File: src/rtl/arc4_pkg.sv
// Shared types and helpers for the RC4 key-scheduling engine.
package arc4_pkg;

   typedef enum logic [2:0] {
      IDLE,
      FILL,
      RD_I,
      GET_I,
      RD_J,
      WR_J,
      WR_I,
      DONE
   } ksa_state_t;

   // Symbol/address width for an S-box of depth n.
   function automatic int unsigned sym_width(input int unsigned n);
      return $clog2(n);
   endfunction

endpackage

File: src/rtl/arc4_ksa_engine_if.sv
// Start handshake plus single-port S memory bus between the KSA engine and its surroundings.
interface arc4_ksa_engine_if #(
   parameter int unsigned N         = 256,
   parameter int unsigned KEY_BYTES = 3
);
   localparam int unsigned SYM_W = arc4_pkg::sym_width(N);

   logic                       en;
   logic                       rdy;
   logic [KEY_BYTES*SYM_W-1:0] key;
   logic [SYM_W-1:0]           addr;
   logic [SYM_W-1:0]           wrdata;
   logic                       wren;
   logic [SYM_W-1:0]           rddata;

   modport master (
      input  en, key, rddata,
      output rdy, addr, wrdata, wren
   );

   modport slave (
      output en, key, rddata,
      input  rdy, addr, wrdata, wren
   );
endinterface

File: src/rtl/arc4_key_sel.sv
// Selects key symbol idx from a packed key vector; symbol 0 sits in the most significant bits.
module arc4_key_sel #(
   parameter int unsigned KEY_BYTES = 3,
   parameter int unsigned SYM_W     = 8,
   parameter int unsigned IDX_W     = (KEY_BYTES > 1) ? $clog2(KEY_BYTES) : 1
) (
   input  logic [KEY_BYTES*SYM_W-1:0] key,
   input  logic [IDX_W-1:0]           idx,
   output logic [SYM_W-1:0]           sym_c
);

   always_comb begin
      sym_c = '0;
      for (int b = 0; b < KEY_BYTES; b++) begin
         if (idx == IDX_W'(b)) begin
            sym_c = key[(KEY_BYTES-1-b)*SYM_W +: SYM_W];
         end
      end
   end

endmodule

File: src/rtl/arc4_ksa_engine.sv
// RC4 key-scheduling engine: optional S-box fill, then the KSA swap loop over an
// external single-port S memory with one-cycle read latency.
module arc4_ksa_engine
   import arc4_pkg::*;
#(
   parameter int unsigned N          = 256,
   parameter int unsigned SYM_W      = sym_width(N),
   parameter int unsigned KEY_BYTES  = 3,
   parameter int unsigned INIT_FIRST = 1
) (
   input  logic              clk,
   input  logic              rst,
   arc4_ksa_engine_if.master bus
);

   localparam int unsigned KEY_W  = KEY_BYTES * SYM_W;
   localparam int unsigned KIDX_W = (KEY_BYTES > 1) ? $clog2(KEY_BYTES) : 1;
   localparam logic [SYM_W-1:0]  LAST_I = SYM_W'(N - 1);
   localparam logic [KIDX_W-1:0] LAST_K = KIDX_W'(KEY_BYTES - 1);

   ksa_state_t        state;
   logic [SYM_W-1:0]  i;
   logic [SYM_W-1:0]  j;
   logic [SYM_W-1:0]  si;
   logic [KIDX_W-1:0] kidx;
   logic [KEY_W-1:0]  key_q;
   logic              rdy_q;
   logic [SYM_W-1:0]  addr_q;
   logic [SYM_W-1:0]  wrdata_q;
   logic              wren_q;

   logic [SYM_W-1:0]  k_c;
   logic [SYM_W-1:0]  j_next_c;

   arc4_key_sel #(
      .KEY_BYTES (KEY_BYTES),
      .SYM_W     (SYM_W),
      .IDX_W     (KIDX_W)
   ) u_key_sel (
      .key   (key_q),
      .idx   (kidx),
      .sym_c (k_c)
   );

   // Sum wraps naturally at SYM_W bits, i.e. mod N.
   assign j_next_c = j + bus.rddata + k_c;

   assign bus.rdy    = rdy_q;
   assign bus.addr   = addr_q;
   assign bus.wrdata = wrdata_q;
   assign bus.wren   = wren_q;

   // Outputs are loaded on entry to each state so they line up with that state's cycle.
   always_ff @(posedge clk) begin
      if (rst) begin
         state    <= IDLE;
         i        <= '0;
         j        <= '0;
         si       <= '0;
         kidx     <= '0;
         key_q    <= '0;
         rdy_q    <= 1'b1;
         addr_q   <= '0;
         wrdata_q <= '0;
         wren_q   <= 1'b0;
      end else begin
         case (state)
            IDLE: begin
               wren_q <= 1'b0;
               if (bus.en) begin
                  key_q    <= bus.key;
                  i        <= '0;
                  j        <= '0;
                  kidx     <= '0;
                  rdy_q    <= 1'b0;
                  addr_q   <= '0;
                  wrdata_q <= '0;
                  if (INIT_FIRST != 0) begin
                     state  <= FILL;
                     wren_q <= 1'b1;
                  end else begin
                     state  <= RD_I;
                  end
               end
            end

            FILL: begin
               if (i == LAST_I) begin
                  i      <= '0;
                  addr_q <= '0;
                  wren_q <= 1'b0;
                  state  <= RD_I;
               end else begin
                  i        <= i + SYM_W'(1);
                  addr_q   <= i + SYM_W'(1);
                  wrdata_q <= i + SYM_W'(1);
                  wren_q   <= 1'b1;
               end
            end

            RD_I: begin
               state <= GET_I;
            end

            GET_I: begin
               si     <= bus.rddata;
               j      <= j_next_c;
               addr_q <= j_next_c;
               state  <= RD_J;
            end

            RD_J: begin
               wrdata_q <= si;
               wren_q   <= 1'b1;
               state    <= WR_J;
            end

            // rddata now holds s[j]; it goes straight out as the WR_I write data.
            WR_J: begin
               addr_q   <= i;
               wrdata_q <= bus.rddata;
               wren_q   <= 1'b1;
               state    <= WR_I;
            end

            WR_I: begin
               wren_q <= 1'b0;
               if (i == LAST_I) begin
                  state <= DONE;
               end else begin
                  i      <= i + SYM_W'(1);
                  addr_q <= i + SYM_W'(1);
                  kidx   <= (kidx == LAST_K) ? '0 : kidx + KIDX_W'(1);
                  state  <= RD_I;
               end
            end

            DONE: begin
               wren_q <= 1'b0;
               rdy_q  <= 1'b1;
               state  <= IDLE;
            end

            default: begin
               state  <= IDLE;
               rdy_q  <= 1'b1;
               wren_q <= 1'b0;
            end
         endcase
      end
   end

endmodule

File: src/flat_wrapper.sv
// flat-port wrapper written by rule: the top's interface ports become plain ports
module arc4_ksa_engine_flat import arc4_pkg::*;
#(
   parameter int unsigned N          = 256,
   parameter int unsigned SYM_W      = sym_width(N),
   parameter int unsigned KEY_BYTES  = 3,
   parameter int unsigned INIT_FIRST = 1
)
  (clk, rst, bus_en, bus_key, bus_rddata, bus_rdy, bus_addr, bus_wrdata, bus_wren);
  arc4_ksa_engine_if #(.N(N), .KEY_BYTES(KEY_BYTES)) bus_i ();
  input  logic clk;
  input  logic rst;
  input wire logic [$bits(bus_i.en)-1:0] bus_en;
  input wire logic [$bits(bus_i.key)-1:0] bus_key;
  input wire logic [$bits(bus_i.rddata)-1:0] bus_rddata;
  output wire logic [$bits(bus_i.rdy)-1:0] bus_rdy;
  output wire logic [$bits(bus_i.addr)-1:0] bus_addr;
  output wire logic [$bits(bus_i.wrdata)-1:0] bus_wrdata;
  output wire logic [$bits(bus_i.wren)-1:0] bus_wren;
  assign bus_i.en = bus_en;
  assign bus_i.key = bus_key;
  assign bus_i.rddata = bus_rddata;
  assign bus_rdy = bus_i.rdy;
  assign bus_addr = bus_i.addr;
  assign bus_wrdata = bus_i.wrdata;
  assign bus_wren = bus_i.wren;
  arc4_ksa_engine #(.N(N), .SYM_W(SYM_W), .KEY_BYTES(KEY_BYTES), .INIT_FIRST(INIT_FIRST)) u_core (.clk(clk), .rst(rst), .bus(bus_i));
endmodule
File: config.mk
export PLATFORM = sky130hd
export DESIGN_NAME = arc4_ksa_engine_flat
export DESIGN_NICKNAME = d
export VERILOG_FILES = /design/src/rtl/arc4_pkg.sv /design/src/rtl/arc4_ksa_engine_if.sv /design/src/rtl/arc4_key_sel.sv /design/src/rtl/arc4_ksa_engine.sv /design/src/flat_wrapper.sv
export SDC_FILE = /design/constraint.sdc
export NUM_CORES = 1
export LEC_CHECK = 0
export ABC_AREA = 1
export BUFFER_PORTS_ARGS = -buffer_cell sky130_fd_sc_hd__buf_2
export CAP_MARGIN = 0
export CORE_MARGIN = 3
export CORE_UTILIZATION = 50
export DETAILED_ROUTE_END_ITERATION = 10
export HOLD_SLACK_MARGIN = 0.12
export PLACE_DENSITY_LB_ADDON = 0.3
export SLEW_MARGIN = 20
export SYNTH_ARGS = -nofsm -noshare
export SYNTH_HDL_FRONTEND = slang
export SYNTH_HIERARCHICAL = 1
export SYNTH_SLANG_ARGS = --single-unit
File: constraint.sdc
create_clock -name clk -period 6.7 [get_ports clk]
set_input_delay 0.335 -clock clk [delete_from_list [all_inputs] [get_ports clk]]
set_output_delay 0.335 -clock clk [all_outputs]
set_load 0.02 [all_outputs]
==> results.yml <==
clocking:
  clock-root-buffer: "clkbuf_8"
  postCtsHoldBufs: 0
  cts.htree.levels: 3
  post_cts_buffers: 0
  tritoncts: "built"
  clk_pin_slew_ps: 70
  cts_made_buffers: 9
  clockBufferDepth: 2
  cts.sinks: 71
  insertion_delay_ps: 340
  cts_resized: 0
detailed_routing:
  viasPerCell: 5.43
  first_pass_iters: 5
  detail-route-antenna-nets: 0
  drt-total-wl_um: 9520
  vias: 3633
  drt_iter0_markers: 285
  drc_errors: 0
  wl_per_cell_um: 14.2
floorplanning:
  initial_core_util: 0.531
  die_w_um: 92.3
  die_h_um: 92.3
  io_pins: 53
  core_um2: 7020
  rows: 30
  die-area_um2: 8520
grt:
  grtUsageTotal: 0.231
  antenna_found_initial: 0
  grt_max_degree: 56
  grt-ovfl-total: 0
  grt_pass1_wl_um: 15600
  grt_pass1_vias: 3318
layout:
  area.growth.synth_to_final_pct: 11.9
  n_antenna_cell: 0
  num-nets-final: 620
  drive_gt1_frac: 0.164
  fin_cells: 669
job:
  maxCapViolCount: 0
logic_synthesis:
  synth_edf_count: 0
  synth_area_um2: 3720
  synthFlopType: "dfxtp_1"
  yosys_register_bits: 71
  yosysWarnings: 6
  syn_nets: 577
  yosysSeqAreaShare: 0.382
  syn_avg_cell_area_um2: 7.07
  synthArstFlopShare: 0
  syn_inst: 527
  yosysUniqueCellTypes: 39
timing:
  fmax_mhz: 342
  finalHoldViolCount: 0
  relSlewSlack: 0.315
  slew_violations: 0
  period_minus_slack_ps: 2930
  tightest_slew_ps: 1030
  grt_setup_unrepaired: "false"
  min_period_over_period: 0.437
  finalSetupTns_ps: 0
  setup_viol: 0
  hold_slack_ps: 259
  clock_skew_ps: 6.31
  layout_setup_ws_ps: 3770
power_and_ir_drop:
  power_density_nw_per_um2: 248
  p_total_mw: 1.03
  ir_worst_vdd_uv: 124
  power.leakage_nw: 1.84
worst_setup_path:
  reg2reg_from: "u_core/kidx[1]"
  worstPathCellList: "inv_2 -> nand3_1 -> nand3_1 -> fa_1 -> ha_1 -> inv_1 -> fa_1 -> inv_1 -> nand2_1 -> nand2_1 -> nand2_1 -> nand3_1 -> nand3_1 -> nand2_1 -> a21oi_1"
  path_delay_family: "adder cells"
  worst_ep_required_time_ps: 6890
  max_stage_delay_ps: 640
  crit_slowest_cell: "dfxtp_1"
  critical_path_class: "flop to flop"
  end_kind: "flop"
  cp-start-kind: "flop"
  critPathLaunch: "u_core/kidx[1]"
  critPathMaxFanout: 13
  critPathBufInv: 3
  critPathArrivalTime_ps: 3110
placement:
  numPortBuffers: 52
  gp_congestion: 0.917
  dp_hpwl_um: 6980
  dp.cells: 655
  dpl_worst_slack_ps: 3840
status:
  outcome: "finished, final reports clean"
hold_path:
  worstHoldStart: "bus_key[12]"
  hold_path.class: "input pin to flop"
[worst reg2reg max path: stages (launching register included)]
cell and delay [ps]:
dfxtp_1 640, inv_2 170, nand3_1 110, nand3_1 110
fa_1 500, ha_1 190, inv_1 60, fa_1 370
inv_1 130, nand2_1 80, nand2_1 60, nand2_1 50
nand3_1 100, nand3_1 90, nand2_1 60, a21oi_1 50
[power breakdown]
part / internal (mW) / leakage [nW] / switching [mW] / total (mW)
Combinational: 0.0811 / 1.18 / 0.165 / 0.247
Sequential: 0.453 / 0.578 / 0.0303 / 0.483
Clock: 0.150 / 0.0854 / 0.152 / 0.303
Total: 0.684 / 1.84 / 0.348 / 1.03
[path summary, 6_finish.rpt]
kind / to / slack (ps) / cells after the start
max: u_core/bus.addr[5] / 3770 / 15
min: u_core/key_q[12] / 260 / 3
max reg2reg: u_core/bus.addr[5] / 3770 / 15
min reg2reg: u_core/si[4] / 450 / 2
[final cells by class]
cell class              instances  area, um2
flip-flops and latches         71       1420
inverters                      47        179
clock inverters                 1       5.00
multi-input cells             389       2020
repair buffers                 52        260
fillers                       687       2850
well taps                      96        120
clock buffers                  13        159
[sequential cells by signal, indices dropped and copies added, names as in the netlist]
register           cells
u_core/key_q          24
u_core/j               8
u_core/bus.addr        8
u_core/si              8
u_core/bus.rdy         1
u_core/kidx            2
u_core/state           3
u_core/bus.wrdata      8
u_core/bus.wren        1
u_core/i               8
[routing by layer]
| metal | vias to the layer above | wire length, um | track usage |
|---|---|---|---|
| li1 | 1822 | - | - |
| met1 | 1653 | 4240 | 0.301 |
| met2 | 134 | 4390 | 0.369 |
| met3 | 24 | 593 | 0.0422 |
| met4 | 0 | 295 | 0.109 |
| met5 | - | 0 | 0 |
[cell families (layout without fill, tap and decap cells)]
family                   after synthesis  count (layout)  synth area share
buffers and inverters                 67             113            0.0756
adder cells (fa/ha/maj)               15              15            0.0665
flip-flops                            71              71             0.382
AO/OA/AOI/OAI                        101             101             0.148
XOR/XNOR                               2               2           0.00470
AND/OR/NAND/NOR                      271             271             0.323
[placed cells by master, fill, tap and decap left out, drive strengths merged]
cell type	instances
clkinv	2
or2	3
nand2	155
nor4	1
clkbuf	13
nand3b	1
nor2	37
a41oi	1
fa	8
buf	52
o21ai	22
dfxtp	71
nor3	2
a31oi	3
xnor2	1
o211ai	5
nand4	4
a22oi	1
inv	46
a21oi	68
xor2	1
nand3	68
o221ai	1
ha	7
[metrics by stage]
stage / util / instance area, um2
2_1_floorplan: - / 3720
3_3_place_gp: 0.570 / 4000
3_5_place_dp: 0.570 / 4000
4_1_cts: 0.594 / 4170
5_1_grt: 0.594 / 4170
6_report: 0.594 / 4170
[cell usage after synthesis (7+ instances only)]
master | instances | area (um2)
nand2_1 | 148 | 556
dfxtp_1 | 71 | 1420
a21oi_1 | 67 | 335
nand3_1 | 66 | 330
inv_1 | 37 | 139
nor2_1 | 31 | 116
o21ai_0 | 20 | 100
clkbuf_1 | 12 | 45.0
fa_1 | 8 | 160
inv_2 | 8 | 30.0
ha_1 | 7 | 87.6
nand2_2 | 7 | 43.8
Power figures use the tool's default switching activity.
